`config.mk`:
```
export PLATFORM = sky130hd
export DESIGN_NAME = dmem_port_arbiter
export DESIGN_NICKNAME = d
export VERILOG_FILES = /design/src/rtl/dmem_port_arbiter_pkg.sv /design/src/rtl/dmem_port_arbiter.sv
export SDC_FILE = /design/constraint.sdc
export NUM_CORES = 1
export LEC_CHECK = 0
export ABC_AREA = 1
export BUFFER_PORTS_ARGS = -buffer_cell sky130_fd_sc_hd__buf_4
export CORE_AREA = 3 3 123 125
export CTS_CLUSTER_SIZE = 25
export DETAILED_ROUTE_END_ITERATION = 7
export DIE_AREA = 0 0 126 128
export GPL_TIMING_DRIVEN = 0
export PLACE_DENSITY = 0.45
export SYNTH_ARGS = -nofsm -noshare
export SYNTH_HDL_FRONTEND = slang
export SYNTH_SLANG_ARGS = --single-unit
```
`constraint.sdc`:
```
create_clock -name clk -period 3.3 [get_ports clk]
set_input_delay 0.66 -clock clk [delete_from_list [all_inputs] [get_ports clk]]
set_output_delay 0.66 -clock clk [all_outputs]
set_load 0.01 [all_outputs]
```
`src/rtl/dmem_port_arbiter_pkg.sv`:
```
// Shared types for the data-memory port arbiter: requester identity and the
// request payload that is muxed onto the single DataMemory port.
package dmem_port_arbiter_pkg;

  localparam int XLEN = 32;
  localparam int ALEN = 32;

  localparam logic [ALEN-1:0] MMIO_LED_ADDR = 32'hFFFF_0000;

  typedef enum logic {
    ARB_C = 1'b0,
    ARB_D = 1'b1
  } arb_port_e;

  typedef struct packed {
    logic            we;
    logic [3:0]      be;
    logic [2:0]      funct3;
    logic [ALEN-1:0] addr;
    logic [XLEN-1:0] wdata;
  } dmem_req_t;

endpackage

```
`src/rtl/dmem_port_arbiter.sv`:
```
// Two-port arbiter in front of DataMemory: CPU (C) has fixed priority, the DMA/debug
// port (D) is force-granted after MAX_WAIT lost cycles. Read responses are tagged back.
module dmem_port_arbiter
  import dmem_port_arbiter_pkg::*;
#(
  parameter int MAX_WAIT = 8
) (
  input  logic            clk,
  input  logic            rst_n,

  input  logic            c_valid,
  output logic            c_ready,
  input  logic            c_we,
  input  logic [3:0]      c_be,
  input  logic [2:0]      c_funct3,
  input  logic [ALEN-1:0] c_addr,
  input  logic [XLEN-1:0] c_wdata,
  output logic            c_rsp_valid,
  output logic [XLEN-1:0] c_rdata,

  input  logic            d_valid,
  output logic            d_ready,
  input  logic            d_we,
  input  logic [3:0]      d_be,
  input  logic [2:0]      d_funct3,
  input  logic [ALEN-1:0] d_addr,
  input  logic [XLEN-1:0] d_wdata,
  output logic            d_rsp_valid,
  output logic [XLEN-1:0] d_rdata,

  output logic            mem_we,
  output logic [3:0]      mem_be,
  output logic [2:0]      mem_funct3,
  output logic [ALEN-1:0] mem_addr,
  output logic [XLEN-1:0] mem_wdata,
  input  logic [XLEN-1:0] mem_rdata
);

  localparam int CNT_W = $clog2(MAX_WAIT + 1);
  localparam logic [CNT_W-1:0] CNT_MAX = CNT_W'(MAX_WAIT);

  dmem_req_t        c_req_s;
  dmem_req_t        d_req_s;
  dmem_req_t        gnt_req_s;
  logic             gnt_c_s;
  logic             gnt_d_s;
  logic             granted_s;
  logic             d_force_s;
  logic [CNT_W-1:0] wait_cnt_r;
  logic [CNT_W-1:0] wait_nxt_s;
  logic             rd_pend_r;
  arb_port_e        rd_owner_r;
  arb_port_e        owner_nxt_s;

  assign c_req_s   = '{we: c_we, be: c_be, funct3: c_funct3, addr: c_addr, wdata: c_wdata};
  assign d_req_s   = '{we: d_we, be: d_be, funct3: d_funct3, addr: d_addr, wdata: d_wdata};
  assign d_force_s = (wait_cnt_r == CNT_MAX);

  // Grant decision; nothing is granted while reset is asserted.
  always_comb begin
    gnt_c_s = 1'b0;
    gnt_d_s = 1'b0;
    case ({c_valid, d_valid})
      2'b10: gnt_c_s = rst_n;
      2'b01: gnt_d_s = rst_n;
      2'b11: begin
        gnt_d_s = rst_n & d_force_s;
        gnt_c_s = rst_n & ~d_force_s;
      end
      default: begin
        gnt_c_s = 1'b0;
        gnt_d_s = 1'b0;
      end
    endcase
  end

  assign granted_s = gnt_c_s | gnt_d_s;
  assign c_ready   = gnt_c_s;
  assign d_ready   = gnt_d_s;

  // Payload mux; C payload is presented when idle so the port never floats.
  always_comb begin
    gnt_req_s   = c_req_s;
    owner_nxt_s = ARB_C;
    if (gnt_d_s) begin
      gnt_req_s   = d_req_s;
      owner_nxt_s = ARB_D;
    end else begin
      gnt_req_s   = c_req_s;
      owner_nxt_s = ARB_C;
    end
  end

  assign mem_we     = granted_s & gnt_req_s.we;
  assign mem_be     = gnt_req_s.be;
  assign mem_funct3 = gnt_req_s.funct3;
  assign mem_addr   = gnt_req_s.addr;
  assign mem_wdata  = gnt_req_s.wdata;

  // Starvation counter: counts lost cycles of a waiting D, saturating at the force point.
  always_comb begin
    wait_nxt_s = '0;
    if (d_valid && !gnt_d_s) begin
      if (d_force_s) begin
        wait_nxt_s = wait_cnt_r;
      end else begin
        wait_nxt_s = wait_cnt_r + CNT_W'(1);
      end
    end else begin
      wait_nxt_s = '0;
    end
  end

  // State registers: wait counter and read-response tag.
  always_ff @(posedge clk or negedge rst_n) begin
    if (!rst_n) begin
      wait_cnt_r <= '0;
      rd_pend_r  <= 1'b0;
      rd_owner_r <= ARB_C;
    end else begin
      wait_cnt_r <= wait_nxt_s;
      rd_pend_r  <= granted_s & ~gnt_req_s.we;
      rd_owner_r <= owner_nxt_s;
    end
  end

  assign c_rsp_valid = rd_pend_r & (rd_owner_r == ARB_C);
  assign d_rsp_valid = rd_pend_r & (rd_owner_r == ARB_D);
  assign c_rdata     = mem_rdata;
  assign d_rdata     = mem_rdata;

endmodule

```
* Word-level counts from Yosys, hierarchy flattened *
Index checks and enable logic that the tools add are counted.

word-level totals
  word-level logic and storage cells = 27
  output and inout bits = 140
  register bits after elaboration = 6
  bits of input ports = 180

operators by class
  reduce and logical (&&, ||, !) cells = 2
  eq/ne operators = 5
  add/subtract/negate cells = 1
  muxes and demuxes = 6
  bitwise operators = 10

operators with widths
  cell                                                                    count
  72-bit two-way mux                                                      1
  4-bit two-way mux                                                       2
  1-bit AND                                                               6
  4-bit by 1-bit adder with 4-bit output (second input constant)          1
  2-bit equality test (second input constant)                             2
  4-bit equality test (second input constant)                             1
  1-bit case mux with 2 select lines                                      2
  1-bit NOT                                                               3
  2-bit by 1-bit equality test with 1-bit output (second input constant)  1
  2-bit inequality test (second input constant)                           1
  1-bit logical AND                                                       1
  1-bit zero test                                                         1
  1-bit two-way mux                                                       1
  1-bit bitwise OR                                                        1

* Depth between registers and ports, before layout *
Gate-level depths: netlist of the first run.

  depth after elaboration = 6
  mapped depth = 9

* Least setup slack after synthesis of the first run *
No wires, ideal clock.

  kind = input port to output port
  start point = input d_valid
  end point = output mem_addr[30]
  cell stages on the path = 7
  arrival = 1.314 ns
  path slack = 1.326 ns
  path buffers = 1
  cells stage by stage = nand2_1 -> inv_1 -> nand2_2 -> inv_2 -> buf_2 -> nand2_1 -> nand2_1

between the ends
  longest elaborated chain between the ends = 3

ends and longest elaborated chain
  what                                                                                   line                     RTL
  start, declared                                                                        dmem_port_arbiter.sv:21  input logic d_valid,
  2-bit equality test or 2-bit by 1-bit equality test with 1-bit output (tied branches)  dmem_port_arbiter.sv:63  case ({c_valid, d_valid})
  1-bit case mux with 2 select lines *                                                   dmem_port_arbiter.sv:63
  net d_ready                                                                            dmem_port_arbiter.sv:22  output logic d_ready,
  72-bit two-way mux *                                                                   dmem_port_arbiter.sv:85  if (gnt_d_s) begin
  end, declared                                                                          dmem_port_arbiter.sv:34  output logic [ALEN-1:0] mem_addr,

The timed path passes the listed nets; every way through them passes the cells marked *.

* Worst setup path in the final report of the first run *
  start point = register wait_cnt_r[0]
  end point = output mem_addr[19]

between the ends
  longest elaborated chain between the ends = 4

ends and longest elaborated chain
  what                                line                      RTL
  start, declared                     dmem_port_arbiter.sv:49   logic [CNT_W-1:0] wait_cnt_r;
  start signal, assigned              dmem_port_arbiter.sv:121  wait_cnt_r <= wait_nxt_s;
  4-bit equality test                 dmem_port_arbiter.sv:57   assign d_force_s = (wait_cnt_r == CNT_MAX);
  1-bit AND                           dmem_port_arbiter.sv:67   gnt_d_s = rst_n & d_force_s;
  1-bit case mux with 2 select lines  dmem_port_arbiter.sv:63
  72-bit two-way mux                  dmem_port_arbiter.sv:85

No other way between the ends.

==> results of run 1 <==
## sequential cells by signal (all words and copies together) (netlist names)
register,flops
rd_owner_r,1
wait_cnt_r,4
rd_pend_r,1
## routing by layer
metal	vias up	part of all wire (%)	GRT usage [%]
li1	1527	-	-
met1	1261	34	10.3
met2	187	56	22.0
met3	6	9.9	2.00
met4	0	0.71	2.21
met5	-	0	0
## worst register-to-register path, stage by stage (launching register included)
cell and delay (ps):
sky130_fd_sc_hd__dfrtp_1 410, sky130_fd_sc_hd__inv_1 80, sky130_fd_sc_hd__ha_1 150, sky130_fd_sc_hd__nand3_2 110, sky130_fd_sc_hd__nand2_2 100, sky130_fd_sc_hd__nand2_2 90, sky130_fd_sc_hd__inv_2 180, sky130_fd_sc_hd__buf_2 270
## cell families after synthesis
family          Yosys count  share of synthesized area (%)
flops                     6                           8.50
xor+xnor                  2                          0.992
buf+inv                  92                           36.7
compound gates            5                           1.70
simple gates            234                           50.7
fa+ha+maj                 2                           1.42
## Yosys cell counts
cell                       instances  share of area (%)
sky130_fd_sc_hd__nand2_1         220                 47
sky130_fd_sc_hd__buf_4            64                 27
sky130_fd_sc_hd__inv_1            11                2.3
sky130_fd_sc_hd__buf_2             8                2.3
sky130_fd_sc_hd__buf_6             7                4.5
sky130_fd_sc_hd__dfrtp_1           6                8.5
sky130_fd_sc_hd__nor2_1            6                1.3
sky130_fd_sc_hd__nand3_1           5                1.4
sky130_fd_sc_hd__o21ai_0           3               0.85
sky130_fd_sc_hd__ha_1              2                1.4
sky130_fd_sc_hd__inv_2             2               0.43
sky130_fd_sc_hd__nand2_2           2               0.71
sky130_fd_sc_hd__o211ai_1          2               0.85
sky130_fd_sc_hd__nand3_2           1               0.57
sky130_fd_sc_hd__xnor2_1           1               0.50
sky130_fd_sc_hd__xor2_1            1               0.50
## placed cells by master (no fill, tap or decap)
| cell | Yosys | layout |
|---|---|---|
| sky130_fd_sc_hd__nand2_1 | 220 | 220 |
| sky130_fd_sc_hd__o21ai_0 | 3 | 3 |
| sky130_fd_sc_hd__o211ai_1 | 2 | 2 |
| sky130_fd_sc_hd__dfrtp_1 | 6 | 6 |
| sky130_fd_sc_hd__xor2_1 | 1 | 1 |
| sky130_fd_sc_hd__buf_2 | 8 | 8 |
| sky130_fd_sc_hd__nor2_1 | 6 | 6 |
| sky130_fd_sc_hd__inv_1 | 11 | 11 |
| sky130_fd_sc_hd__clkbuf_16 | 0 | 3 |
| sky130_fd_sc_hd__nand3_2 | 1 | 1 |
| sky130_fd_sc_hd__nand2_2 | 2 | 2 |
| sky130_fd_sc_hd__inv_2 | 2 | 2 |
| sky130_fd_sc_hd__buf_4 | 64 | 351 |
| sky130_fd_sc_hd__xnor2_1 | 1 | 1 |
| sky130_fd_sc_hd__ha_1 | 2 | 2 |
| sky130_fd_sc_hd__buf_6 | 7 | 7 |
| sky130_fd_sc_hd__nand3_1 | 5 | 5 |
## power breakdown
group          switching (mW)  internal [mW]  total, mW
Sequential            0.00331         0.0776     0.0809
Combinational           0.211          0.330      0.541
Clock                  0.0406          0.155      0.196
## path summary, 6_finish.rpt
path | from | end | slack [ps] | depth (start not counted)
hold / removal | rst_n | rd_pend_r | 250 | 1
setup / recovery | wait_cnt_r[0] | mem_addr[19] | 650 | 10
hold reg to reg | wait_cnt_r[0] | wait_cnt_r[0] | 580 | 1
setup reg to reg | wait_cnt_r[0] | rd_owner_r | 1810 | 7
min in group clk | wait_cnt_r[0] | wait_cnt_r[0] | 580 | 1
max in group asynchronous | rst_n | wait_cnt_r[2] | 2920 | 1
## cell type report
class                      count  share of cell area, %
timing repair buffer         287                   51.0
multi-input combinational    243                   22.9
buffer                        79                   14.2
tap                          180                   5.33
sequential                     6                   3.56
clock buffer                   3                   1.78
inverter                      13                   1.16
==> metrics.txt, run 1 <==
status finished, final reports clean; residual DRC count 0; final number of hold-violating endpoints 0; Total Die Area 0.0161 sq mm; critical path data required time 2640 ps; io pins 320; nature of the critical path startpoint register; share of final-layout standard cells stronger than drive strength 1 59.3%; chip height 128 um; post-cts sizing count 0; antenna violations before repair 0; Area after DPL 0.00415 sq mm; critical path cell sequence inv_1 > ha_1 > nand3_2 > nand2_2 > nand2_2 > inv_2 > buf_2 > nand2_1 > nand2_1 > buf_4; GRT Util Overall 10.4%; Setup CP Type register to output port; CTS tree built; mean cell area of the mapped netlist 5.18 sq um; number of nets in the layout 815; worst voltage drop across the vdd grid 0.114 mV; maximum clock frequency 0.378 GHz; buffers from clock root to sink, at most 2; data arrival time of the worst path 1990 ps; total placed cells including tap cells 808; worst min-delay path category input port to async pin; number of max-cap violations 0; family of cells with the greatest summed delay on the critical path buffers and inverters; number of global-route vias before repair 2,895; post-route setup slack 654 ps; clock tree sinks 6; Final Cell Area 0.00422 sq mm; portion of the clock cycle consumed by the worst path in the final layout 80.2%; overall via count from detail_route 2,981; site row count 43; number of buffers inserted by post-CTS setup repair 0; delay of the slowest cell on the worst path 410 ps; post-CTS clock slew at the launch and capture registers of the worst setup and hold paths 30 ps; count of yosys warnings during synthesis 0; Setup violations, final 0; die width 126 um; synthesized net count 523; Final Util 30.2%; synth unique cells 16; area taken by multi-input logic gates 968 sq um; global-route congestion overflow total 0; floorplan core area 0.0140 sq mm; FF/Latch Area 150 sq um; Vias/cell 3.68; max-slew violation count 0; area growth from synthesis to layout 139%; H-tree depth reported by CTS 1; average wire per standard cell 12.1 um; pwr dens 194 mW/mm^2; dpl hpwl 8690 um; pin count of the biggest net entering global routing 12; static leakage 2.63 nW; Max-slew headroom 82.8%; CTS buffer count 3; Setup TNS Final 0 ps; non-filler cells, final 811; Synth Instances 341; # hold bufs at CTS 0; synthesized flop and latch total 6; clock period minus final worst setup slack 2650 ps; number of nets with antenna violations after detailed routing 0; # fillers 1,578; hold_ws 246 ps; worst clock skew 1.28 ps; antenna diode count 0; worst path bufs/invs 4; global-route wire length before repair 13,800 um; detailed-route wire length 9780 um; clock network latency to the later pin of the worst-skew pair 230 ps; root cell of the clock tree sky130_fd_sc_hd__clkbuf_16; netlist area before placement 0.00177 sq mm; total power of the final layout 0.818 mW; Initial DRT Pass Iterations 4; Starting DRT DRC Count 77; sequential fraction of the synthesis area 8.50%; count of buffers inserted at the top-level ports 287; worst-path maximum fanout 10; unrepaired setup endpoints after global routing false; Post-Place Worst Slack 617 ps; starting utilization of the core area 12.6%; kind of capture point of the worst setup path output port; library cell contributing the largest single delay on the critical path sky130_fd_sc_hd__dfrtp_1; slew at the pin with the worst max-slew slack 259 ps; gpl congestion 0.878
(Power assumes the default switching activity.)
==> inputs of run 2 (changes only) <==
- clock period: 3.3 -> 2.6 ns (I/O delays scaled with it)
==> run 2 against run 1 <==
Setup slack lost 420 ps. Cell count unchanged. Sequential share of layout area about the same. Hold slack got worse by 140 ps. Combinational power rose by 27%. Largest cell class unchanged.
==> metrics.txt, run 2 (same netlist as run 1, synthesis figures left out) <==
share of final-layout standard cells stronger than drive strength 1 59.3% (unchanged); Critical Path Source wait_cnt_r[0]; GRT Util Overall 10.4% (unchanged); Final Cell Area 0.00423 sq mm (+0.18%); Max-slew headroom 83.4% (+0.61 points); floorplan core area 0.0140 sq mm (unchanged); Initial DRT Pass Iterations 4 (unchanged); # hold bufs at CTS 0 (unchanged); part of the power in combinational logic 66.2% (about the same); average wire per standard cell 12.0 um (-0.13%); post-CTS clock slew at the launch and capture registers of the worst setup and hold paths 30 ps (about the same); commonest non-fill, non-tap cells in the layout sky130_fd_sc_hd__buf_4, sky130_fd_sc_hd__nand2_1, sky130_fd_sc_hd__inv_1, sky130_fd_sc_hd__buf_6; worst flop-to-flop path endpoint rd_pend_r; unrepaired setup endpoints after global routing false; Reg-to-Reg Start wait_cnt_r[0]; number of nets in the layout 815 (unchanged); number of global-route vias before repair 2,894 (-0.035%); portion of the clock cycle consumed by the worst path in the final layout 91.0%; clock network latency to the later pin of the worst-skew pair 230 ps (about the same); pin count of the biggest net entering global routing 12 (unchanged); reported net switching power 0.324 mW (+27%); root cell of the clock tree sky130_fd_sc_hd__clkbuf_16; kind of capture point of the worst setup path output port; Starting DRT DRC Count 76 (-1.3%); pwr dens 246 mW/mm^2 (+27%); critical path cell sequence inv_1 > ha_1 > nand3_2 > nand2_2 > nand2_2 > buf_6 > buf_6 > nand2_1 > nand2_1 > buf_4; delay of the slowest cell on the worst path 400 ps (about the same); library cell contributing the largest single delay on the critical path sky130_fd_sc_hd__dfrtp_1; critical path data required time 2080 ps (-560 ps); worst-path maximum fanout 10 (unchanged); max-slew violation count 0 (unchanged); switching power as a share of total power 31.2% (about the same); detailed-route wire length 9770 um (-0.13%); flip-flop count of the largest register, all copies and words added 4 (unchanged); starting utilization of the core area 12.6% (unchanged); dpl hpwl 8690 um (unchanged); maximum clock frequency 0.422 GHz; register-to-register path setup slack 1160 ps (-650 ps); gpl congestion 0.878 (unchanged); global-route wire length before repair 13,800 um (about the same); die width 126 um (unchanged); CTS tree built; top flop regs wait_cnt_r x4, rd_owner_r x1, rd_pend_r x1; site row count 43 (unchanged); number of buffers inserted by post-CTS setup repair 0 (unchanged); clock tree sinks 6 (unchanged); residual DRC count 0 (unchanged); static leakage 2.63 nW (about the same); length in cells of the worst reg-to-reg path 9 (+2); overall via count from detail_route 2,985 (+0.13%); slew at the pin with the worst max-slew slack 248 ps (-10.3 ps); Setup CP Type register to output port; worst path bufs/invs 4 (unchanged); global-route congestion overflow total 0 (unchanged); most frequent standard cell in the layout excluding fill and tap cells sky130_fd_sc_hd__buf_4; antenna violations before repair 0 (unchanged); worst voltage drop across the vdd grid 0.145 mV (+27%); chip height 128 um (unchanged); number of nets with antenna violations after detailed routing 0 (unchanged); family of cells with the greatest summed delay on the critical path buffers and inverters; data arrival time of the worst path 1850 ps (-140 ps); stages on the worst setup path 10 (unchanged); status finished, final reports clean; Worst Setup EP mem_addr[18]; P_int 0.716 mW (+27%); antenna diode count 0 (unchanged); worst min-delay path category input port to async pin; Vias/cell 3.68 (+0.13%); io pins 320 (unchanged); worst clock skew 1.28 ps (unchanged); Total Die Area 0.0161 sq mm (unchanged); area growth from synthesis to layout 139%; largest reg by FF count wait_cnt_r; Setup TNS Final 0 ps (unchanged); final number of hold-violating endpoints 0 (unchanged); count of buffers inserted at the top-level ports 287 (unchanged); clock period minus final worst setup slack 2370 ps; share of total power in the clock network 23.9% (about the same); number of max-cap violations 0 (unchanged); CTS buffer count 3 (unchanged); Area after DPL 0.00415 sq mm (unchanged); H-tree depth reported by CTS 1 (unchanged); Setup violations, final 0 (unchanged); buffers from clock root to sink, at most 2 (unchanged); nature of the critical path startpoint register; sequential share of power 9.9% (about the same)
-- run 2: layer usage --
metal  share of wire (%)  track usage, %
met5                   0               0
met4                0.71            2.21
met3                  10            2.00
met2                  56            22.0
met1                  33            10.3
-- run 2: final cells by class --
cell class | instances | area [sq um]
timing repair buffer | 287 | 2150
fill | 1576 | 9760
tap | 180 | 225
inverter | 13 | 51.3
sequential | 6 | 150
buffer | 79 | 604
clock buffer | 3 | 75.1
multi-input combinational | 243 | 968
-- run 2: worst min-delay path by stage --
stage	startpoint	to	slack, ps	depth (start not counted)
3_5_place_dp	rst_n	wait_cnt_r[3]	350	1
2_1_floorplan	rst_n	rd_owner_r	220	0
6_report	rst_n	rd_pend_r	110	1
3_3_place_gp	rst_n	wait_cnt_r[3]	350	1
4_1_cts	rst_n	wait_cnt_r[3]	110	1
5_1_grt	rst_n	wait_cnt_r[3]	110	1
-- run 2: timing repair --
action                                  in CTS  in global routing
hold endpoints to repair                     0                  0
resized for setup                            1                  2
endpoints found under the setup margin       1                 26
-- run 2: power groups by stage --
stage	registers, mW	logic (mW)	clock network, mW
floorplan	0.103	0.274	0
global placement	0.103	0.696	0
detailed placement	0.104	0.698	0
CTS	0.102	0.701	0.252
global route	0.103	0.748	0.259
finish	0.103	0.688	0.249
-- run 2: stage by stage --
step                      instances  hold WS [ps]  util, %  worst slack [ps]  power, mW
after CTS                       811           111     30.2              82.2       1.06
final                           811           106     30.2               233       1.04
after detailed placement        808           350     29.6               197      0.802
after global routing            811           113     30.2              39.3       1.11
after floorplan                 341           224        -               767      0.377
after global placement          808           348     29.6               231      0.800
